File: config.mk
export PLATFORM = sky130hd
export DESIGN_NAME = pulse_driver
export DESIGN_NICKNAME = d
export VERILOG_FILES = /design/src/rtl/pulse_driver.sv
export SDC_FILE = /design/constraint.sdc
export NUM_CORES = 1
export LEC_CHECK = 0
export CAP_MARGIN = 20
export CORE_MARGIN = 2
export CORE_UTILIZATION = 50
export CTS_CLUSTER_SIZE = 8
export DETAILED_ROUTE_END_ITERATION = 10
export PLACE_DENSITY = 0.83
export RECOVER_POWER = 50
export SLEW_MARGIN = 25
export SYNTH_ARGS = -nofsm -noshare
export SYNTH_HDL_FRONTEND = slang
export SYNTH_SLANG_ARGS = --single-unit
File: constraint.sdc
create_clock -name clk -period 3.55 [get_ports clk]
set_input_delay 0.8875 -clock clk [delete_from_list [all_inputs] [get_ports clk]]
set_output_delay 0.8875 -clock clk [all_outputs]
set_load 0.1 [all_outputs]
File: src/rtl/pulse_driver.sv
// Turns one-cycle event requests into timing-qualified output pulses.
// Each pulse is high for HIGH_CYCLES, then low for at least LOW_CYCLES; extra events are queued.
module pulse_driver #(
    parameter int HIGH_CYCLES = 100,
    parameter int LOW_CYCLES  = 100,
    parameter int PW          = 4,
    parameter int CW          = $clog2(((HIGH_CYCLES > LOW_CYCLES) ? HIGH_CYCLES : LOW_CYCLES) + 1)
) (
    input  logic          clk,
    input  logic          reset,
    input  logic          trigger,
    input  logic          ovf_clr,
    output logic          pulse_out,
    output logic          busy,
    output logic [PW-1:0] pending,
    output logic          overflow
);

    typedef enum logic [1:0] {
        IDLE,
        HIGH,
        GAP
    } state_e;

    localparam logic [CW-1:0] HIGH_LAST = CW'(HIGH_CYCLES - 1);
    localparam logic [CW-1:0] LOW_LAST  = CW'(LOW_CYCLES - 1);
    localparam logic [PW-1:0] PEND_MAX  = '1;

    state_e        state_q, state_d;
    logic [CW-1:0] timer_q, timer_d;
    logic [PW-1:0] pending_q, pending_d;
    logic          overflow_q, overflow_d;
    logic          pulse_q, pulse_d;

    logic gap_end;
    logic dequeue;
    logic direct_restart;
    logic queue_req;
    logic drop;

    always_ff @(posedge clk) begin
        if (reset) begin
            state_q    <= IDLE;
            timer_q    <= '0;
            pending_q  <= '0;
            overflow_q <= 1'b0;
            pulse_q    <= 1'b0;
        end else begin
            state_q    <= state_d;
            timer_q    <= timer_d;
            pending_q  <= pending_d;
            overflow_q <= overflow_d;
            pulse_q    <= pulse_d;
        end
    end

    // A trigger in the final gap cycle with nothing queued restarts directly
    // rather than passing through the queue, so IDLE never holds a pending event.
    always_comb begin
        gap_end        = (state_q == GAP) && (timer_q == LOW_LAST);
        dequeue        = gap_end && (pending_q != '0);
        direct_restart = gap_end && (pending_q == '0) && trigger;
        queue_req      = trigger && (state_q != IDLE) && !direct_restart;
        drop           = queue_req && (pending_q == PEND_MAX) && !dequeue;
    end

    always_comb begin
        state_d = state_q;
        timer_d = timer_q;

        case (state_q)
            IDLE: begin
                if (trigger) begin
                    state_d = HIGH;
                    timer_d = '0;
                end
            end
            HIGH: begin
                if (timer_q == HIGH_LAST) begin
                    state_d = GAP;
                    timer_d = '0;
                end else begin
                    timer_d = timer_q + 1'b1;
                end
            end
            GAP: begin
                if (gap_end) begin
                    timer_d = '0;
                    if (dequeue || direct_restart) begin
                        state_d = HIGH;
                    end else begin
                        state_d = IDLE;
                    end
                end else begin
                    timer_d = timer_q + 1'b1;
                end
            end
            default: begin
                state_d = IDLE;
                timer_d = '0;
            end
        endcase
    end

    // An accepted enqueue and a dequeue in the same cycle cancel out.
    always_comb begin
        pending_d = pending_q;
        case ({queue_req && !drop, dequeue})
            2'b10:   pending_d = pending_q + 1'b1;
            2'b01:   pending_d = pending_q - 1'b1;
            default: pending_d = pending_q;
        endcase
    end

    always_comb begin
        overflow_d = overflow_q;
        if (drop) begin
            overflow_d = 1'b1;
        end else if (ovf_clr) begin
            overflow_d = 1'b0;
        end
    end

    // The pin is driven straight from a flop that mirrors the next state.
    always_comb begin
        pulse_d = (state_d == HIGH);
    end

    assign pulse_out = pulse_q;
    assign busy      = (state_q != IDLE);
    assign pending   = pending_q;
    assign overflow  = overflow_q;

endmodule

Yosys cells after proc, flatten, opt, wreduce, memory -nomap -nowiden. Cells that the tools add are included.

Bits in registers: 15. Output and inout bits: 7. Word-level logic and storage cells: 47. Input port bits: 4.

Equality and inequality tests: 8. Add/sub/neg operators: 3. Mux-type cells: 12. Reduce and logical (&&, ||, !) cells: 19.

Operators by type and width (number): $mux W7 (3); $pmux W7 S3 (1); $logic_and A1 B1 Y1 (9); $pmux W4 S2 (1); $add A7 B1 Y7 const B (1); $eq A7 B7 Y1 const B (1); $eq A2 B1 Y1 const B (3); $mux W2 (3); $pmux W2 S3 (1); $reduce_bool A2 Y1 (3); $add A4 B1 Y4 const B (1); $eq A2 B2 Y1 const B (2); $eq A4 B4 Y1 const B (1); $logic_not A4 Y1 (1); $reduce_bool A4 Y1 (1); $sub A4 B1 Y4 const B (1); $logic_not A1 Y1 (3); $mux W1 (3); $logic_not A2 Y1 (1); $ne A2 B2 Y1 const B (1); $logic_or A1 B1 Y1 (1).

Depth between registers and ports, before layout.
Depth in word-level cells: 12. Depth in mapped cells: 10.

Worst setup path before layout. OpenSTA, ideal clock, no wires.

Path type: flip-flop to flip-flop. Start: register pending_q[0] (netlist: pending[0]). End: register pending_q[2] (netlist: pending[2]). Path buffers: 0. Data arrival time: 2.390 ns. Period minus slack after synthesis: 2.510 ns. Cell stages (with the launch flop): 9. Slack: 1.040 ns. Cell sequence: dfxtp_1 nor4_1 nor2_1 nand2_1 xnor2_1 ha_1 nor2_1 a32oi_1 mux2_2.

Cells in the longest elaborated chain, start to end: 11. Elaborated cells between the ends (all ways): 19. Those cells by class: add/sub (2); eq/ne (3); mux (1); reduce/logical (13).

Ends and longest elaborated chain: from (decl) (RTL line 31) `logic [PW-1:0] pending_q, pending_d;`; from (signal assigned) (RTL line 51) `pending_q <= pending_d;`; $logic_not A4 Y1 (RTL line 62) `direct_restart = gap_end && (pending_q == '0) && trigger;`; $logic_and A1 B1 Y1 (2 in a row) (RTL line 62); $logic_not A1 Y1 (RTL line 63) `queue_req = trigger && (state_q != IDLE) && !direct_restart;`; $logic_and A1 B1 Y1 (RTL line 63); $logic_and A1 B1 Y1 (2 in a row) (RTL line 64) `drop = queue_req && (pending_q == PEND_MAX) && !dequeue;`; $logic_not A1 Y1 (RTL line 108) `case ({queue_req && !drop, dequeue})`; $logic_and A1 B1 Y1 (RTL line 108); $eq A2 B1 Y1 / $eq A2 B2 Y1 (equally long branches) (RTL line 108); $pmux W4 S2 / $reduce_bool A2 Y1 (equally long branches).

Several ways; a longest one is shown, not always the timed one. A chain may end at the register's enable or synchronous reset.

Final worst setup path.
Start: input trigger. End: register pending_q[2] (netlist: pending[2]).

Cells in the longest elaborated chain, start to end: 9. Elaborated cells between the ends (all ways): 12. Those cells by class: eq/ne (2); mux (1); reduce/logical (9).

Ends and longest elaborated chain: from (decl) (RTL line 11) `input logic trigger,`; $logic_and A1 B1 Y1 (RTL line 62); $logic_not A1 Y1 (RTL line 63); $logic_and A1 B1 Y1 (*) (RTL line 63); $logic_and A1 B1 Y1 (2 in a row) (RTL line 64); $logic_not A1 Y1 (RTL line 108); $logic_and A1 B1 Y1 (*) (RTL line 108); $eq A2 B1 Y1 / $eq A2 B2 Y1 (equally long branches) (RTL line 108); $pmux W4 S2 / $reduce_bool A2 Y1 (equally long branches).

Every way passes the cells marked *; elsewhere a longest branch is shown, timed or not.

==> flow_summary_export.csv <==
group,metric,value,unit
routing,drtIter0Drc,11,
pwr,leakage,0.4108,nW
setup_path,path_buf_inv,1,
logic_synthesis,synth.most_common_cell,"dfxtp_1",
logic_synthesis,synth-seq-cells,15,
setup_path,path_common_cell,"nor2_1",
timing,fmax,369.3,MHz
clock_tree,cts_max_path_buffers,2,
place,port_buffers,10,
clock_tree,postCtsSetupBuffers,0,
final_layout,drive_gt1_share,5.882,%
grt,grt_use_total,19.01,%
logic_synthesis,synth_edf_count,0,
clock_tree,cts_htree_levels,1,
floorplan,core,0.001727,mm^2
floorplan,die_y,46.68,um
logic_synthesis,synth.top_cell.area_share,32.97,%
logic_synthesis,synth_area,910.9,um^2
logic_synthesis,synth_top_area_cell,"dfxtp_1",
setup_path,cp_max_fo,5,
clock_tree,clk_pin_slew,0.09,ns
logic_synthesis,synth_cells,109,
setup_path,cp.required,3.73,ns
logic_synthesis,ys_top_cells_by_area,"dfxtp_1, ha_1, nor2_1",
routing,wirelength,1741,um
setup_path,startpoint_type,"primary input",
outcome,status,"finished, final reports clean",
timing,setup_violations,0,
final_layout,num-nets-final,130,
logic_synthesis,synth_warnings,0,
timing,period_minus_slack,2.707,ns
setup_path,critPathTopFamily,"buffers and inverters",
floorplan,initial_core_util,52.75,%
setup_path,cp_cell_sequence,"dlygate4sd3_1, nor2b_1, nor2_1, nand2_1, xnor2_1, ha_1, nor2_1, a32oi_1, mux2_2",
final_layout,antennaDiodeCount,0,
grt,grt_overflow,0,
logic_synthesis,ys.flop_type,"dfxtp_1",
place,dpl.hpwl,1286,um
timing,rsz0062_at_grt,"no",
setup_path,crit_type,"primary input to flip-flop",
timing,slew_violations,0,
pwr,peakVddDrop,0.2488,mV
routing,vias,772,
logic_synthesis,yosys.area_share.xor_xnor,0.9615,%
timing,finalCritPeriodShare,76.27,%
timing,fin_worst_skew,0.0007656,ns
logic_synthesis,synth_common_cells,"dfxtp_1, nor2_1, nand2_1",
timing,hold_viol,0,
job,drv_cap,0,
routing,wire_per_inst,12.09,um
clock_tree,root_buffer,"clkbuf_4",
clock_tree,cts_sinks,15,
logic_synthesis,async_flop_share,0,%
timing,slew_headroom,22.87,%
logic_synthesis,syn_area_per_cell,8.357,um^2
clock_tree,numCtsBuffers,3,
setup_path,critPathSlowestCell,"dlygate4sd3_1",
routing,drc,0,
routing,dr.pass1.iters,4,
logic_synthesis,synthSimpleGateAreaFrac,28.16,%
timing,setup_tns,0,ns
routing,drtAntennaViolNets,0,
logic_synthesis,synth_top_family_by_area,"simple AND/OR/NAND/NOR gates",
logic_synthesis,ys_types,34,
final_layout,stdcell_area,0.001012,mm^2
place,place_area,0.001005,mm^2
logic_synthesis,synth-compound-area-share,20.88,%
place,gp_congestion,0.8549,
clock_tree,cts_resized,0,
grt,antenna_found_initial,0,
final_layout,syn2layout_area_growth,11.13,%
clock_tree,cts_tree,"yes",
setup_path,crit_path_end_kind,"flip-flop",
grt,grt_pass1_vias,699,
logic_synthesis,synth-adder-area-share,8.242,%
setup_path,critPathMaxStageDelay,0.60,ns
worst_hold_path,hold_class,"flip-flop to flip-flop",
timing,fin_ws,0.8425,ns
clock_tree,ctsHoldBuffers,0,
setup_path,cp_data_arrival_time,2.89,ns
timing,tightestPinTransition,1.162,ns
final_layout,n_fill_cell,181,
routing,vias_per_cell,5.361,
logic_synthesis,syn-num-nets,119,
logic_synthesis,yosysSeqAreaShare,32.97,%
grt,grt_pass1_wl,2946,um
clock_tree,clk-insertion-delay-late,0.28,ns
logic_synthesis,synth.area.mux_share,4.670,%
floorplan,die_x,46.68,um
floorplan,ioPinCount,11,
floorplan,rows,15,
pwr,power_density,329.9,mW/mm^2
floorplan,die-area,0.002179,mm^2
place,dp_slack,0.6198,ns
grt,grt_max_degree,18,
==> flip-flops by register name, indices dropped and copies added (netlist names) <==
| signal | count |
|---|---|
| pulse_out | 1 |
| state_q | 2 |
| pending | 4 |
| overflow | 1 |
| timer_q | 7 |
==> cells in the final DEF, fill, tap and decap left out, drive strengths merged, types with 2 or more instances in the layout <==
cell            n
ha              6
a31oi           3
o211a           2
clkbuf          9
mux2i           2
nor2           11
nand2b          3
dfxtp          15
and3            2
clkdlybuf4s50   3
nand2           9
a32oi           2
a211oi          3
mux2            2
and2            3
nor3            2
o21ai           6
o21a            3
a21oi           6
nor2b           5
nand3           6
inv             4
==> where the power goes <==
group | switching [mW] | total [mW] | internal, mW
registers | 0.00375 | 0.175 | 0.172
logic | 0.0425 | 0.0602 | 0.0178
clock network | 0.0547 | 0.0984 | 0.0437
total | 0.101 | 0.334 | 0.233
==> metal layers <==
metal	track usage (%)	share of wire [%]	up-vias
met3	4.314	3.2	5
met2	30.56	45	10
li1	-	-	411
met4	9.444	1.5	0
met1	23.70	51	346
met5	0	0	-
==> tightest hold or removal path, stage by stage, from the launching register on <==
cell and delay [ns]:
dfxtp_1 0.34, a32oi_1 0.06, nor2_1 0.07
==> kinds of logic (layout without fill, tap and decap cells) <==
family                     after synthesis  count (layout)
DFF                                     15              15
adders and majority gates                6               6
and+or+nand+nor                         48              48
xor gates and xnor gates                 1               1
AOI/OAI and AO/OA                       27              27
buffers and inverters                    8              18
muxes                                    4               4
==> final timing paths <==
kind                            startpoint  slack (ns)  depth (start not counted)         end
worst min register to register    overflow        0.51                          2    overflow
worst max register to register  state_q[0]        1.31                         10  pending[2]
worst max-delay path               trigger        0.84                          9  pending[2]
worst min-delay path              overflow        0.51                          2    overflow
==> stage by stage <==
stage | hold WS, ns | instances | power [mW] | util (%)
after floorplan | 0.4718 | 109 | 0.2263 | -
after global placement | 0.4904 | 140 | 0.2395 | 58.19
after detailed placement | 0.4938 | 140 | 0.2404 | 58.19
after CTS | 0.5179 | 144 | 0.3388 | 59.71
after global routing | 0.5367 | 144 | 0.3516 | 58.62
final | 0.5059 | 144 | 0.3339 | 58.62
==> layout make-up <==
| cell class | count | area (um^2) | area share [%] |
|---|---|---|---|
| flip-flops and latches | 15 | 300.3 | 29.67 |
| well taps | 25 | 31.28 | 3.090 |
| clock buffers | 4 | 26.28 | 2.596 |
| repair buffers | 10 | 66.31 | 6.551 |
| inverters | 4 | 15.01 | 1.483 |
| multi-input cells | 86 | 573.1 | 56.61 |
No activity file was read; power rests on OpenSTA's default activity.
